`config.mk`:
```
export PLATFORM = sky130hd
export DESIGN_NAME = game_flow_seq
export DESIGN_NICKNAME = d
export VERILOG_FILES = /design/src/rtl/game_flow_seq.sv
export SDC_FILE = /design/constraint.sdc
export NUM_CORES = 1
export LEC_CHECK = 0
export BUFFER_PORTS_ARGS = -buffer_cell sky130_fd_sc_hd__buf_2
export CORE_ASPECT_RATIO = 2
export CORE_MARGIN = 10
export CORE_UTILIZATION = 35
export CTS_CLUSTER_DIAMETER = 40
export DETAILED_ROUTE_END_ITERATION = 10
export PLACE_DENSITY = 0.66
export RECOVER_POWER = 100
export SETUP_SLACK_MARGIN = 0.5
export SYNTH_ARGS = -nofsm -noshare
export SYNTH_HDL_FRONTEND = slang
export SYNTH_SLANG_ARGS = --single-unit
```
`constraint.sdc`:
```
create_clock -name CLK -period 1.9 [get_ports CLK]
set_clock_uncertainty 0.15 [all_clocks]
set_input_delay 0.19 -clock CLK [delete_from_list [all_inputs] [get_ports CLK]]
set_output_delay 0.19 -clock CLK [all_outputs]
set_load 0.02 [all_outputs]
```
`src/rtl/game_flow_seq.sv`:
```
// Game-flow sequencer: chains N_LEVELS level modules with a lives budget and
// switches the displayed pixel source only on frame boundaries.
module game_flow_seq #(
  parameter int N_LEVELS = 2,
  parameter int PIX_W    = 12,
  parameter int LIVES    = 1,
  parameter int LVL_W    = 3
) (
  input  logic                      CLK,
  input  logic                      RST_BTN,
  input  logic                      pix_stb,
  input  logic                      frame_end,
  input  logic                      start_btn,
  input  logic [PIX_W-1:0]          start_pix,
  input  logic [PIX_W-1:0]          win_pix,
  input  logic [PIX_W-1:0]          lose_pix,
  input  logic [N_LEVELS*PIX_W-1:0] lvl_pix,
  input  logic [N_LEVELS-1:0]       lvl_over,
  input  logic [N_LEVELS-1:0]       lvl_result,
  output logic [N_LEVELS-1:0]       lvl_start,
  output logic [PIX_W-1:0]          vga_out,
  output logic [LVL_W-1:0]          level,
  output logic [2:0]                lives_left,
  output logic [2:0]                state
);

  localparam int unsigned NSLOT = 2**LVL_W;

  typedef enum logic [2:0] {
    IDLE   = 3'd0,
    LAUNCH = 3'd1,
    PLAY   = 3'd2,
    WIN    = 3'd3,
    LOSE   = 3'd4
  } state_e;

  typedef enum logic [1:0] {
    SRC_START,
    SRC_LEVEL,
    SRC_WIN,
    SRC_LOSE
  } src_e;

  state_e           state_q, state_d;
  logic [LVL_W-1:0] level_q, level_d;
  logic [2:0]       lives_q, lives_d;
  logic             armed_q, armed_d;
  logic             start_prev_q;
  src_e             disp_sel_q, disp_sel_d, target_sel;
  logic [LVL_W-1:0] disp_lvl_q, disp_lvl_d;
  logic [PIX_W-1:0] vga_q, vga_d, src_pix;

  logic             start_edge;
  logic [NSLOT-1:0] over_ext, result_ext;
  logic [PIX_W-1:0] lvl_pix_arr [NSLOT];

  assign start_edge = start_btn & ~start_prev_q;

  // Widen per-level inputs to the full index range so level_q indexes safely.
  always_comb begin
    over_ext                  = '0;
    result_ext                = '0;
    over_ext[N_LEVELS-1:0]    = lvl_over;
    result_ext[N_LEVELS-1:0]  = lvl_result;
    for (int unsigned k = 0; k < NSLOT; k++) lvl_pix_arr[k] = '0;
    for (int unsigned k = 0; k < N_LEVELS; k++) lvl_pix_arr[k] = lvl_pix[k*PIX_W +: PIX_W];
  end

  always_comb begin
    state_d = state_q;
    level_d = level_q;
    lives_d = lives_q;
    armed_d = armed_q;
    case (state_q)
      IDLE, WIN, LOSE: begin
        if (start_edge) begin
          level_d = '0;
          lives_d = 3'(LIVES);
          state_d = LAUNCH;
        end
      end
      LAUNCH: begin
        armed_d = 1'b0;
        state_d = PLAY;
      end
      PLAY: begin
        if (start_edge) begin
          level_d = '0;
          lives_d = 3'(LIVES);
          state_d = LAUNCH;
        end else if (!armed_q) begin
          // A level only counts as finished after its over flag was seen low.
          if (!over_ext[level_q]) armed_d = 1'b1;
        end else if (over_ext[level_q]) begin
          if (result_ext[level_q]) begin
            if (level_q == LVL_W'(N_LEVELS-1)) begin
              state_d = WIN;
            end else begin
              level_d = level_q + 1'b1;
              state_d = LAUNCH;
            end
          end else if (lives_q != '0) begin
            lives_d = lives_q - 1'b1;
            state_d = LAUNCH;
          end else begin
            state_d = LOSE;
          end
        end
      end
      default: state_d = IDLE;
    endcase
  end

  always_comb begin
    case (state_q)
      LAUNCH, PLAY: target_sel = SRC_LEVEL;
      WIN:          target_sel = SRC_WIN;
      LOSE:         target_sel = SRC_LOSE;
      default:      target_sel = SRC_START;
    endcase
    disp_sel_d = frame_end ? target_sel : disp_sel_q;
    disp_lvl_d = frame_end ? level_q : disp_lvl_q;

    src_pix = '0;
    case (disp_sel_q)
      SRC_START: src_pix = start_pix;
      SRC_LEVEL: src_pix = lvl_pix_arr[disp_lvl_q];
      SRC_WIN:   src_pix = win_pix;
      SRC_LOSE:  src_pix = lose_pix;
      default:   src_pix = '0;
    endcase
    vga_d = pix_stb ? src_pix : vga_q;
  end

  always_ff @(posedge CLK or negedge RST_BTN) begin
    if (!RST_BTN) begin
      state_q      <= IDLE;
      level_q      <= '0;
      lives_q      <= 3'(LIVES);
      armed_q      <= 1'b0;
      start_prev_q <= 1'b0;
      disp_sel_q   <= SRC_START;
      disp_lvl_q   <= '0;
      vga_q        <= '0;
    end else begin
      state_q      <= state_d;
      level_q      <= level_d;
      lives_q      <= lives_d;
      armed_q      <= armed_d;
      start_prev_q <= start_btn;
      disp_sel_q   <= disp_sel_d;
      disp_lvl_q   <= disp_lvl_d;
      vga_q        <= vga_d;
    end
  end

  always_comb begin
    lvl_start = '0;
    for (int unsigned k = 0; k < N_LEVELS; k++)
      lvl_start[k] = (state_q == LAUNCH) && (level_q == LVL_W'(k));
  end

  assign vga_out    = vga_q;
  assign level      = level_q;
  assign lives_left = lives_q;
  assign state      = state_q;

endmodule

```
**After elaboration in Yosys (flattened, before gate mapping)**

Cells that the tools add are included.
Widths: inputs -> output; s select.

- Bits in registers: 28
- Input port bits: 69
- Output and inout bits: 23
- Word-level logic and storage cells: 79

- $add $sub $neg: 2
- Magnitude comparators: 2
- Eq/ne operators: 16
- Multiplexer cells: 34
- Bitwise logic cells: 3
- Reduce and logical (&&, ||, !) cells: 14

Operator list:

| cell | number |
|---|---|
| $mux 3 | 17 |
| $pmux 12 s4 | 1 |
| $bmux 12 s3 | 1 |
| $mux 12 | 2 |
| $ne 3x3->1 const B | 6 |
| $pmux 3 s2 | 2 |
| $reduce_and 6->1 | 2 |
| $pmux 3 s3 | 1 |
| $bmux 1 s3 | 2 |
| $eq 3x1->1 const B | 2 |
| $eq 3x2->1 const B | 2 |
| $logic_not 3->1 | 2 |
| $pmux 2 s3 | 1 |
| $mux 1 | 5 |
| $eq 2x2->1 const B | 2 |
| $ge 4x4->1 const B | 1 |
| $lt 3x4->1 const B | 1 |
| $ne 2x2->1 const B | 2 |
| $not 3->4 | 1 |
| $reduce_bool 2->1 | 2 |
| $add 3x1->3 const B | 1 |
| $eq 3x3->1 const B | 1 |
| $reduce_and 3->1 | 1 |
| $reduce_bool 3->1 | 1 |
| other kinds (11) | 12 |

**Logic depth before layout (Yosys ltp)**

- Depth in word-level cells: 7
- Gate-level depth with buffers: 6
- Depth with buffers taken out: 6

**Worst setup path before layout**

OpenSTA, ideal clock, no wires.

- Path type: reg2reg
- From: reg level_q[1], in the netlist level[1]
- To: reg level_q[0], in the netlist level[0]
- Setup time: 0.119 ns
- Arrival: 1.713 ns
- Required time: 1.631 ns
- Setup slack: -0.082 ns
- Cell stages (with the launch flop): 7
- Path buffers: 0
- Period minus slack after synthesis: 1.982 ns
- Path through: dfrtp_1 inv_1 ha_1 or3_2 nor4_4 o211ai_1 o21a_1

- Longest elaborated chain between the ends: 4
- Elaborated cells on any way between the ends: 9
- Classes of those cells: 4 x eq/ne; 4 x mux; 1 x reduce/logical

RTL lines:

| element | RTL line | text |
|---|---|---|
| start, declared | 45 | `logic [LVL_W-1:0] level_q, level_d;` |
| start signal, assigned | 147 | `level_q <= level_d;` |
| $bmux 1 s3 (on tied branches) | 95, 94 |  |
| $mux 1 (on tied branches) | 95, 94 |  |
| $ne 3x3->1 (no line) | -- |  |
| $reduce_and 6->1 (no line) (*) | -- |  |

Every way passes the cells marked *; elsewhere a longest branch is shown, timed or not. The select of a mux whose other input is x is not followed.
A chain may end at the register's enable or synchronous reset.

**Worst setup path in the final report**

- From: reg state_q[1], in the netlist state[1]
- To: reg level_q[0], in the netlist level[0]

- Longest elaborated chain between the ends: 4
- Elaborated cells on any way between the ends: 13
- Classes of those cells: 8 x eq/ne; 1 x mux; 4 x reduce/logical

RTL lines:

| element | RTL line | text |
|---|---|---|
| start, declared | 44 | `state_e state_q, state_d;` |
| start signal, assigned | 146 | `state_q <= state_d;` |
| $eq 3x2->1, or another cell as far along | 74 | `case (state_q)` |
| $reduce_or 3->1 | 74 |  |
| $ne 2x2->1 (no line) or $reduce_bool 2->1 (tied branches) | -- |  |
| $reduce_and 6->1 (no line) | -- |  |

Parallel ways exist; a longest one is shown, timed or not.

==> impl_metrics.toml <==
[synthesis]
synth_area_um2 = 1928
synthCells = 200
synth_area_per_cell_um2 = 9.640
yosysWarnings = 0
syn-num-nets = 274
synth-seq-area-share = 0.3640
synth-seq-cells = 28
synth_cell_types = 47

[placed_design]
port_buffers = 91
routabilityCongestion = 0.8792
hpwl_um = 4955
dp_cells = 345

[sta]
rsz0062_at_grt = "true"
drv_slew = 0
max_slew.worst_pin.slew_ns = 0.7450
min_period_ns = 1.844
hold_viol = 0
finalSetupViolations = 0
fin_crit_sh = 0.9706
whs_ns = 0.04726
timing.fmax_mhz = 542.3
timing.setup.tns_ns = 0
relSlewSlack = 0.5034

[power_and_ir_drop]
max-vdd-ir-drop_v = 0.0007854
p_leak_nw = 1.263
powerDensity_nw_per_um2 = 1465
fin_total_pwr_mw = 4.160

[cells_and_area]
synthToLayoutAreaGrowth_pct = 47.24
mostFrequentLayoutCell = "buf_2"
n_antenna_cell = 0
mostFrequentLayoutCells = "buf_2 (66), clkbuf_1 (24), dfrtp_1 (21)"
fin_nets = 380
layoutNonFillerInstCount = 365
post_route_cells_drive_above_1_share = 0.4787

[setup_path]
path_delay_family = "compound AO/OA/AOI/OAI gates"
cp_max_fo = 5
slowest_stage = "or4b_4"
rrSetupSlack_ns = 0.06
critPathCaptureType = "flop"
path_class = "flop to flop"
crit_buf_inv = 1
arrival_ns = 1.87
max_stage_delay_ns = 0.50
path_common_cell = "o211ai_1"
path_cells = "buf_6, or4b_4, o211ai_1, o211ai_1, o21a_1"
start_kind = "flop"
required_ns = 1.93

[clock_tree]
cts_made_buffers = 3
cts_root_buffer = "clkbuf_8"
clockBufferDepth = 2
cts_tree = "done"
clk_pin_slew_ns = 0.10
clkLatencyLatePin_ns = 0.28
htreeDepth = 1
cts.sink_count = 28

[global_route]
grt_pass1_vias = 2019
grt.overflow.total = 0
grt_max_degree = 29
grt_pass1_wl_um = 10150
grt.total_usage = 0.1367
antenna_found_initial = 0

[floorplanning]
start_util = 0.3589
dieWidth_um = 72.48
die_h_um = 125.0
die-area_um2 = 9057
core_um2 = 5373
ios = 92
rows = 38

[routing]
wl_per_cell_um = 18.07
dr.pass1.iters = 4
vias = 1950
antenna_left = 0
wirelength_um = 6596
remaining_drc_errors = 0
first_iter_violations = 65
vias_per_cell = 5.342

[min_path]
min_path_type = "input pin to flop"

[flow_run]
cap_violations = 0

[status]
status = "complete, no violations"
Yosys cell counts, drive strengths merged:
| master | instances | area share |
|---|---|---|
| dfrtp | 27 | 0.35 |
| inv | 18 | 0.035 |
| o21ai | 16 | 0.042 |
| mux2i | 15 | 0.086 |
| nand2 | 15 | 0.029 |
| o211ai | 14 | 0.065 |
| buf | 11 | 0.032 |
| mux2 | 11 | 0.064 |
| nor2 | 10 | 0.019 |
| a2bb2oi | 6 | 0.027 |
| o221ai | 6 | 0.027 |
| ha | 5 | 0.032 |
| nand2b | 5 | 0.016 |
| a21oi | 4 | 0.010 |
| a31oi | 4 | 0.013 |
| clkbuf | 4 | 0.0078 |
| and2 | 3 | 0.0097 |
| nor3 | 3 | 0.010 |
| a221oi | 2 | 0.0091 |
| nand3 | 2 | 0.0052 |
| nor4b | 2 | 0.017 |
| o2bb2ai | 2 | 0.0091 |
| or3 | 2 | 0.0071 |
| or4b | 2 | 0.012 |
| a211oi | 1 | 0.0039 |
| a21boi | 1 | 0.0039 |
| dfstp | 1 | 0.014 |
| nor2b | 1 | 0.0032 |
| nor4 | 1 | 0.011 |
| o21a | 1 | 0.0039 |
| o31a | 1 | 0.0045 |
| o31ai | 1 | 0.0039 |
| or2 | 1 | 0.0032 |
| or3b | 1 | 0.0058 |
| or4bb | 1 | 0.0058 |
power by group:
part	internal (mW)	total (mW)	switching (mW)
clock	0.282	0.475	0.192
sequential	0.828	1.05	0.224
combinational	1.19	2.63	1.44
per-layer routing:
layer | vias to the layer above | share of wire | wire length, um | GRT usage
met3 | 10 | 0.066 | 438 | 0.03484
met4 | 0 | 0.029 | 190 | 0.06404
met2 | 64 | 0.56 | 3691 | 0.2571
met5 | - | 0 | 0 | 0
met1 | 938 | 0.34 | 2275 | 0.1290
li1 | 938 | - | - | -
registers in the layout, indices dropped and copies added, names as in the netlist:
signal,cells
vga_out,12
disp_lvl_q,3
level,3
lives_left,3
state,3
disp_sel_q,2
armed_q,1
start_prev_q,1
cell families after synthesis:
logic type,share of synthesized area
flops,0.3641
mux,0.1505
simple gates,0.1557
buf+inv,0.07462
compound gates,0.2226
fa+ha+maj,0.03245
repair_timing:
| item | in CTS | in global routing |
|---|---|---|
| pin swaps | 13 | 15 |
| endpoints found under the setup margin | 24 | 28 |
| endpoints found under the hold margin | 28 | 0 |
| gates cloned | 1 | 0 |
| buffers inserted | 3 | 10 |
| hold buffers | 2 | 0 |
| gates resized for setup | 20 | 28 |
per-stage QoR:
stage / util / area (um2) / setup slack [ns]
floorplan: - / 1999 / 0.09936
global placement: 0.4676 / 2512 / 0.08626
detailed placement: 0.4676 / 2512 / 0.06584
CTS: 0.5079 / 2729 / 0.08489
global route: 0.5284 / 2839 / 0.01808
finish: 0.5284 / 2839 / 0.05584
worst register-to-register path, stage by stage, from the launching register on:
cell and delay, ns:
dfrtp_2 0.43, buf_6 0.13, or4b_4 0.50, o211ai_1 0.21
o211ai_1 0.19, o21a_1 0.15
final timing paths:
path / startpoint / depth (start not counted) / endpoint
max in group asynchronous: RST_BTN / 2 / state[1]$_DFFE_PN0P_
worst max-delay path: state[1]$_DFFE_PN0P_ / 5 / level[0]$_DFFE_PN0P_
worst min-delay path: frame_end / 2 / disp_sel_q[0]$_DFFE_PN0P_
worst max register to register: state[1]$_DFFE_PN0P_ / 5 / level[0]$_DFFE_PN0P_
min in group asynchronous: RST_BTN / 2 / armed_q$_DFFE_PN0P_
worst min register to register: state[2]$_DFFE_PN0P_ / 1 / state[1]$_DFFE_PN0P_
layout make-up:
cell class | instances | area (um2)
repair buffers | 115 | 640.6
fillers | 514 | 2534
multi-input cells | 140 | 1275
inverters | 18 | 67.56
flip-flops and latches | 28 | 709.4
well taps | 60 | 75.07
clock inverters | 1 | 30.03
clock buffers | 3 | 41.29
Power figures use the tool's default switching activity.
